`config.mk`:
```
export PLATFORM = sky130hd
export DESIGN_NAME = prescaled_timer_flat
export DESIGN_NICKNAME = d
export VERILOG_FILES = /design/src/rtl/prescaled_timer_if.sv /design/src/rtl/prescaled_timer.sv /design/src/flat_wrapper.sv
export SDC_FILE = /design/constraint.sdc
export NUM_CORES = 1
export LEC_CHECK = 0
export CORE_UTILIZATION = 50
export CTS_CLUSTER_DIAMETER = 150
export DETAILED_ROUTE_END_ITERATION = 7
export DONT_BUFFER_PORTS = 1
export PLACE_DENSITY = 0.71
export SYNTH_ARGS = -nofsm -noshare
export SYNTH_HDL_FRONTEND = slang
export SYNTH_SLANG_ARGS = --single-unit
```
`constraint.sdc`:
```
create_clock -name clk -period 2.4 [get_ports clk]
set_clock_uncertainty 0.15 [all_clocks]
set_input_delay 0.24 -clock clk [delete_from_list [all_inputs] [get_ports clk]]
set_output_delay 0.24 -clock clk [all_outputs]
set_load 0.005 [all_outputs]
```
`src/rtl/prescaled_timer_if.sv`:
```
// Control/status bundle for prescaled_timer.
// master drives controls; slave is the timer.
interface prescaled_timer_if #(
  parameter int NUM_BITS      = 16,
  parameter int PRESCALE_BITS = 8
);
  localparam int PW = (PRESCALE_BITS > 0) ? PRESCALE_BITS : 1;

  logic                clear;
  logic                load;
  logic [NUM_BITS-1:0] load_val;
  logic                en;
  logic                dir;
  logic                one_shot;
  logic [PW-1:0]       prescale;
  logic [NUM_BITS-1:0] rollover_val;
  logic [NUM_BITS-1:0] count;
  logic                rollover_flag;
  logic                done;

  modport master (
    output clear, load, load_val, en, dir,
    output one_shot, prescale, rollover_val,
    input  count, rollover_flag, done
  );

  modport slave (
    input  clear, load, load_val, en, dir,
    input  one_shot, prescale, rollover_val,
    output count, rollover_flag, done
  );
endinterface

```
`src/rtl/prescaled_timer.sv`:
```
// Prescaled up/down timer with runtime period,
// one-shot or free-run, and aligned terminal pulse.
module prescaled_timer #(
  parameter int NUM_BITS      = 16,
  parameter int PRESCALE_BITS = 8
) (
  input logic               clk,
  input logic               n_rst,
  prescaled_timer_if.slave  bus
);
  localparam int PW = (PRESCALE_BITS > 0) ? PRESCALE_BITS : 1;
  localparam logic [NUM_BITS-1:0] ONE  = 1;
  localparam logic [PW-1:0]       PONE = 1;

  logic [NUM_BITS-1:0] count_q, count_d;
  logic [NUM_BITS-1:0] last;
  logic [PW-1:0]       pre_q, pre_d;
  logic                done_q, done_d;
  logic                flag_q, flag_d;
  logic                tick, step, term;

  // rollover_val of 0 wraps naturally to all ones
  assign last = bus.rollover_val - ONE;

  if (PRESCALE_BITS > 0) begin : g_pre
    assign tick = bus.en & (pre_q >= bus.prescale);
  end else begin : g_nopre
    assign tick = bus.en;
  end

  assign step = tick & ~done_q;
  assign term = bus.dir ? (count_q == '0)
                        : (count_q >= last);

  // next-state: clear > load > step > hold
  always_comb begin
    count_d = count_q;
    pre_d   = pre_q;
    done_d  = done_q;
    flag_d  = 1'b0;
    if (bus.clear) begin
      count_d = '0;
      pre_d   = '0;
      done_d  = 1'b0;
    end else if (bus.load) begin
      count_d = bus.load_val;
      pre_d   = '0;
      done_d  = 1'b0;
    end else begin
      if (bus.en)
        pre_d = tick ? '0 : pre_q + PONE;
      if (step) begin
        if (term) begin
          flag_d = 1'b1;
          if (bus.one_shot)
            done_d = 1'b1;
          else
            count_d = bus.dir ? last : '0;
        end else if (bus.dir) begin
          count_d = (count_q > last) ? last
                                     : count_q - ONE;
        end else begin
          count_d = count_q + ONE;
        end
      end
    end
  end

  // state registers
  always_ff @(posedge clk or negedge n_rst) begin
    if (!n_rst) begin
      count_q <= '0;
      pre_q   <= '0;
      done_q  <= 1'b0;
      flag_q  <= 1'b0;
    end else begin
      count_q <= count_d;
      pre_q   <= pre_d;
      done_q  <= done_d;
      flag_q  <= flag_d;
    end
  end

  assign bus.count         = count_q;
  assign bus.rollover_flag = flag_q;
  assign bus.done          = done_q;
endmodule

```
`src/flat_wrapper.sv`:
```
// flat-port wrapper written by rule: the top's interface ports become plain ports
module prescaled_timer_flat 
#(
  parameter int NUM_BITS      = 16,
  parameter int PRESCALE_BITS = 8
)
  (clk, n_rst, bus_clear, bus_load, bus_load_val, bus_en, bus_dir, bus_one_shot, bus_prescale, bus_rollover_val, bus_count, bus_rollover_flag, bus_done);
  prescaled_timer_if #(.NUM_BITS(NUM_BITS), .PRESCALE_BITS(PRESCALE_BITS)) bus_i ();
  input logic clk;
  input logic n_rst;
  input wire logic [$bits(bus_i.clear)-1:0] bus_clear;
  input wire logic [$bits(bus_i.load)-1:0] bus_load;
  input wire logic [$bits(bus_i.load_val)-1:0] bus_load_val;
  input wire logic [$bits(bus_i.en)-1:0] bus_en;
  input wire logic [$bits(bus_i.dir)-1:0] bus_dir;
  input wire logic [$bits(bus_i.one_shot)-1:0] bus_one_shot;
  input wire logic [$bits(bus_i.prescale)-1:0] bus_prescale;
  input wire logic [$bits(bus_i.rollover_val)-1:0] bus_rollover_val;
  output wire logic [$bits(bus_i.count)-1:0] bus_count;
  output wire logic [$bits(bus_i.rollover_flag)-1:0] bus_rollover_flag;
  output wire logic [$bits(bus_i.done)-1:0] bus_done;
  assign bus_i.clear = bus_clear;
  assign bus_i.load = bus_load;
  assign bus_i.load_val = bus_load_val;
  assign bus_i.en = bus_en;
  assign bus_i.dir = bus_dir;
  assign bus_i.one_shot = bus_one_shot;
  assign bus_i.prescale = bus_prescale;
  assign bus_i.rollover_val = bus_rollover_val;
  assign bus_count = bus_i.count;
  assign bus_rollover_flag = bus_i.rollover_flag;
  assign bus_done = bus_i.done;
  prescaled_timer #(.NUM_BITS(NUM_BITS), .PRESCALE_BITS(PRESCALE_BITS)) u_core (.clk(clk), .n_rst(n_rst), .bus(bus_i));
endmodule
```
======== Word level (Yosys, flattened, before mapping) ========
Cells that the tools add are included.
W data, S select, Z words.
operators by class
  $add $sub $neg .......................... 4
  $lt $le $gt $ge ......................... 3
  eq/ne operators ......................... 1
  muxes and demuxes ....................... 22
  bitwise operators ....................... 3
  reduce and logical (&&, ||, !) cells .... 7
operator list
  cell                     number
  $mux W16                 8
  $mux W8                  4
  $sub A16 B1 Y16 const B  2
  $add A16 B1 Y16 const B  1
  $ge A16 B16 Y1           1
  $gt A16 B16 Y1           1
  $logic_not A16 Y1        1
  $reduce_bool A3 Y1       4
  $mux W1                  10
  $add A8 B1 Y8 const B    1
  $ge A8 B8 Y1             1
  $ne A4 B4 Y1 const B     1
  $reduce_and A3 Y1        1
  $and A1 B1 Y1            2
  $reduce_and A2 Y1        1
  $not A1 Y1               1
word-level totals
  flip-flop bits (word level) ............. 26
  input port bits ......................... 47

======== Logic depth before layout (Yosys ltp) ========
  depth in word-level cells ............... 8
  depth in mapped cells ................... 14
  gate-level depth less buffers ........... 13

======== Worst setup path before layout ========
No wires, ideal clock.
  path type ............................... input -> register
  start ................................... input port bus_rollover_val[9]
  end ..................................... register u_core.count_q[6] (netlist: u_core.bus.count[6])
  data arrival time ....................... 2988 ps
  data required time ...................... 2119 ps
  slack ................................... -869 ps
  stages on the path ...................... 12
  buffers on the path ..................... 1
  path through ............................ or4_1 > nor4_1 > xnor2_1 > ha_1 > nand4_1 > nor2_2 > nor4_4 > nand3_4 > o2bb2ai_4 > buf_6 > a32oi_1 > o31ai_1
on the way
  longest elaborated chain between the ends .. 8
  elaborated cells between the ends (all ways) .. 12
RTL lines
  what                  line                   RTL
  start, declared       flat_wrapper.sv:18     input wire logic [$bits(bus_i.rollover_val)-1:0] bus_rollover_val;
  $sub A16 B1 Y16 *     prescaled_timer.sv:23  assign last = bus.rollover_val - ONE;
  $gt A16 B16 Y1        prescaled_timer.sv:60  count_d = (count_q > last) ? last
  $mux W16              prescaled_timer.sv:60
  $mux W16              prescaled_timer.sv:59  end else if (bus.dir) begin
  $mux W16              prescaled_timer.sv:53  if (term) begin
  $mux W16              prescaled_timer.sv:52  if (step) begin
  $mux W16              prescaled_timer.sv:45  end else if (bus.load) begin
  $mux W16              prescaled_timer.sv:41  if (bus.clear) begin
  end signal, assigned  prescaled_timer.sv:77  count_q <= count_d;
  end, declared         prescaled_timer.sv:15  logic [NUM_BITS-1:0] count_q, count_d;
Every way passes the cells marked *; elsewhere a longest branch is shown, timed or not. The select of a mux whose other input is x is not followed.
A chain may end at the register's enable or synchronous reset.

======== Worst setup path after layout ========
  start ................................... input port bus_rollover_val[4]
  end ..................................... register u_core.count_q[3] (netlist: u_core.bus.count[3])
The elaborated chain is that of the path after synthesis.

==> impl_metrics.py <==
metrics = {
    "run_status": {
        "status": "finished with violations",
        "violations": "negative hold slack, negative setup slack",
    },
    "logic_synthesis": {
        "synth_fp_nets": 467,
        "async_flop_share_pct": 100,
        "synth_seq_area_share_pct": 19.5,
        "syn_avg_cell_area_um2": 8.50,
        "synth_fa_ha_area_share_pct": 10.5,
        "synth.area.mux_share_pct": 0.601,
        "yosysWarnings": 0,
        "synthDistinctLibCells": 69,
        "ys.flop_type": "dfrtp_1",
        "synth_xor_area_share_pct": 11.0,
        "synth-edff-count": 0,
        "syn_inst": 392,
        "synth_compound_area_share_pct": 25.9,
        "synth_top_family_by_area": "compound AO/OA/AOI/OAI gates",
        "netlist_area_um2": 3330,
        "yosys_register_bits": 26,
        "synthSimpleGateAreaFrac_pct": 25.7,
    },
    "finish": {
        "n_antenna_cell": 0,
        "final_cell_mix": "72 x buf_4, 28 x ha_1, 26 x xnor2_1, 26 x nand2_1, 26 x dfrtp_1",
        "final_common_cell": "buf_4",
        "area_delta_synth_final_pct": 30.2,
        "final_cell_count_no_fill": 539,
        "final_nets": 538,
        "drive_above_1_share_pct": 35.7,
    },
    "drt": {
        "drt_iter0_drc": 205,
        "first_pass_iters": 4,
        "drc_errors": 0,
        "ant_nets": 0,
        "post_drt_wl_per_cell_um": 20.3,
        "totalWireLength_mm": 10.9,
        "dr_total_vias": 3398,
        "viasPerCell": 6.30,
    },
    "power_and_ir_drop": {
        "power.internal_mw": 1.11,
        "cellPowerDensity_nw_per_um2": 412,
        "p_leak_nw": 1.79,
        "max-vdd-ir-drop_v": 0.000458,
        "pwr-share-seq_pct": 27.5,
        "power_frac_clock_pct": 21.2,
        "power.switching_mw": 0.676,
        "combPwrFrac_pct": 51.2,
        "switching_share_pct": 37.8,
    },
    "placement": {
        "place_hpwl_mm": 7.68,
        "pre_cts_ws_ns": -0.971,
        "dp_cells": 518,
        "portBuffers": 0,
        "globalplace.congestion": 0.914,
    },
    "sta": {
        "worst_pin_slew_ns": 0.930,
        "whs_ns": -0.00286,
        "maxSlewViolCount": 0,
        "rsz0062_at_grt": "yes",
        "timing.slew.headroom_pct": 37.8,
        "finalSetupViolations": 21,
        "clock.fmax_ghz": 0.321,
        "fin_setup_tns_ns": -11.76,
        "finalCritPeriodShare_pct": 130,
        "setup_slack_ns": -0.720,
        "fin_crit_ns": 3.12,
        "finalHoldViolations": 1,
    },
    "clocking": {
        "clock-sinks": 26,
        "clk_pin_slew_ns": 0.09,
        "cts_tree": "yes",
        "cts_buffers": 3,
        "clock_latency_ns": 0.28,
        "root_buffer": "clkbuf_8",
        "htreeDepth": 1,
        "cts.path.max_buffers": 2,
    },
    "worst_setup_path": {
        "crit_path_max_fanout": 13,
        "startpoint_type": "primary input",
        "timing.setup.critical_path_class": "primary input to flop",
        "cp.arrival_ns": 3.14,
        "cp-end-kind": "flop",
        "cp.required_ns": 2.42,
    },
    "global_routing": {
        "antenna_found_initial": 0,
        "grt-ovfl-total": 0,
        "grt_max_degree": 29,
        "grt_pass1_wl_mm": 17.0,
        "groute.usage.overall_pct": 30.2,
        "grt_pass1_vias": 3509,
    },
    "min_path": {
        "hp-class": "primary input to flop",
    },
    "die": {
        "dieArea_um2": 6990,
        "start_util_pct": 52.2,
        "rows": 29,
        "ios": 65,
        "die_w_um": 83.6,
        "die_height_um": 83.6,
        "coreArea_um2": 6390,
    },
    "run": {
        "maxCapViolations": 0,
    },
}
power groups by stage:
stage / logic (mW) / registers (mW) / clock network (mW)
2_1_floorplan: 0.532 / 0.513 / 0
3_3_place_gp: 0.770 / 0.499 / 0
3_5_place_dp: 0.782 / 0.500 / 0
4_1_cts: 0.853 / 0.491 / 0.380
5_1_grt: 0.986 / 0.495 / 0.389
6_report: 0.916 / 0.492 / 0.380
Yosys cell counts, drive strengths merged, types with 9 or more instances:
cell / n / area share [%]
nor3: 13 / 2.3
or3: 10 / 1.9
nand4: 9 / 1.9
xnor2: 28 / 7.4
buf: 13 / 2.5
nor4: 10 / 3.6
o21ai: 36 / 5.9
ha: 28 / 11
nand2: 27 / 3.0
nand3: 14 / 2.5
dfrtp: 26 / 20
xor2: 14 / 3.7
a21oi: 20 / 3.3
inv: 19 / 2.1
nor2: 33 / 4.0
final timing paths:
kind / from / end / slack (ns) / cells past startpoint
setup reg to reg: u_core.pre_q[6] / u_core.bus.count[3] / -0.53 / 7
setup / recovery: bus_rollover_val[4] / u_core.bus.count[3] / -0.72 / 13
min in group asynchronous: n_rst / u_core.pre_q[7] / 0.29 / 2
hold / removal: bus_load / u_core.bus.count[6] / -0.003 / 2
hold reg to reg: u_core.pre_q[7] / u_core.pre_q[7] / 0.45 / 2
max in group asynchronous: n_rst / u_core.bus.count[8] / 1.65 / 2
critical path: stages:
cell and delay, ns:
nor4_4 0.33, nand4b_1 0.15, buf_4 0.18, nor3_2 0.20, xnor2_1 0.16, ha_1 0.28
o21ai_0 0.20, nor2_1 0.12, nor4_4 0.30, buf_6 0.18, nand3_4 0.14, o2bb2ai_4 0.25
o41ai_2 0.40
sequential cells by signal (all words and copies together) (netlist names):
| register | flops |
|---|---|
| u_core.bus.count | 16 |
| u_core.bus.done | 1 |
| u_core.bus.rollover_flag | 1 |
| u_core.pre_q | 8 |
what timing repair did:
item                       in CTS  in global routing
hold buffers                    4                  0
setup endpoints to repair      26                 26
resized for setup              39                 29
pin swaps                      32                 18
setup buffers                   9                  4
gates cloned                    1                  0
hold endpoints to repair       29                  0
metal layers:
metal,wire length [um],up-vias,track usage (%)
li1,-,1591,-
met2,5510,150,53.9
met3,789,32,3.46
met4,295,0,10.5
met5,0,-,0
met1,4330,1625,37.4
layout make-up:
| type | count | area, um^2 |
|---|---|---|
| Multi-Input combinational cell | 326 | 2720 |
| Fill cell | 470 | 2050 |
| Timing Repair Buffer | 87 | 723 |
| Sequential cell | 26 | 651 |
| Tap cell | 77 | 96.3 |
| Inverter | 19 | 71.3 |
| Clock buffer | 3 | 41.3 |
| Clock inverter | 1 | 30.0 |
cell families (layout without fill, tap and decap cells):
family	count (synthesis)	in the layout
buf+inv	40	110
xor+xnor	42	42
flops	26	26
mux	2	2
compound gates	111	111
simple gates	143	143
fa+ha+maj	28	28
per-stage QoR:
stage	power (mW)	util, %	hold WS [ns]	area, um^2
floorplan	1.04	-	-0.206	3370
global placement	1.27	60.3	-0.205	3850
detailed placement	1.28	60.3	-0.205	3850
CTS	1.72	65.7	0.00774	4190
global route	1.87	67.9	0.00848	4340
finish	1.79	67.9	-0.00286	4340
Note: power is estimated with default switching activity, not from simulation.
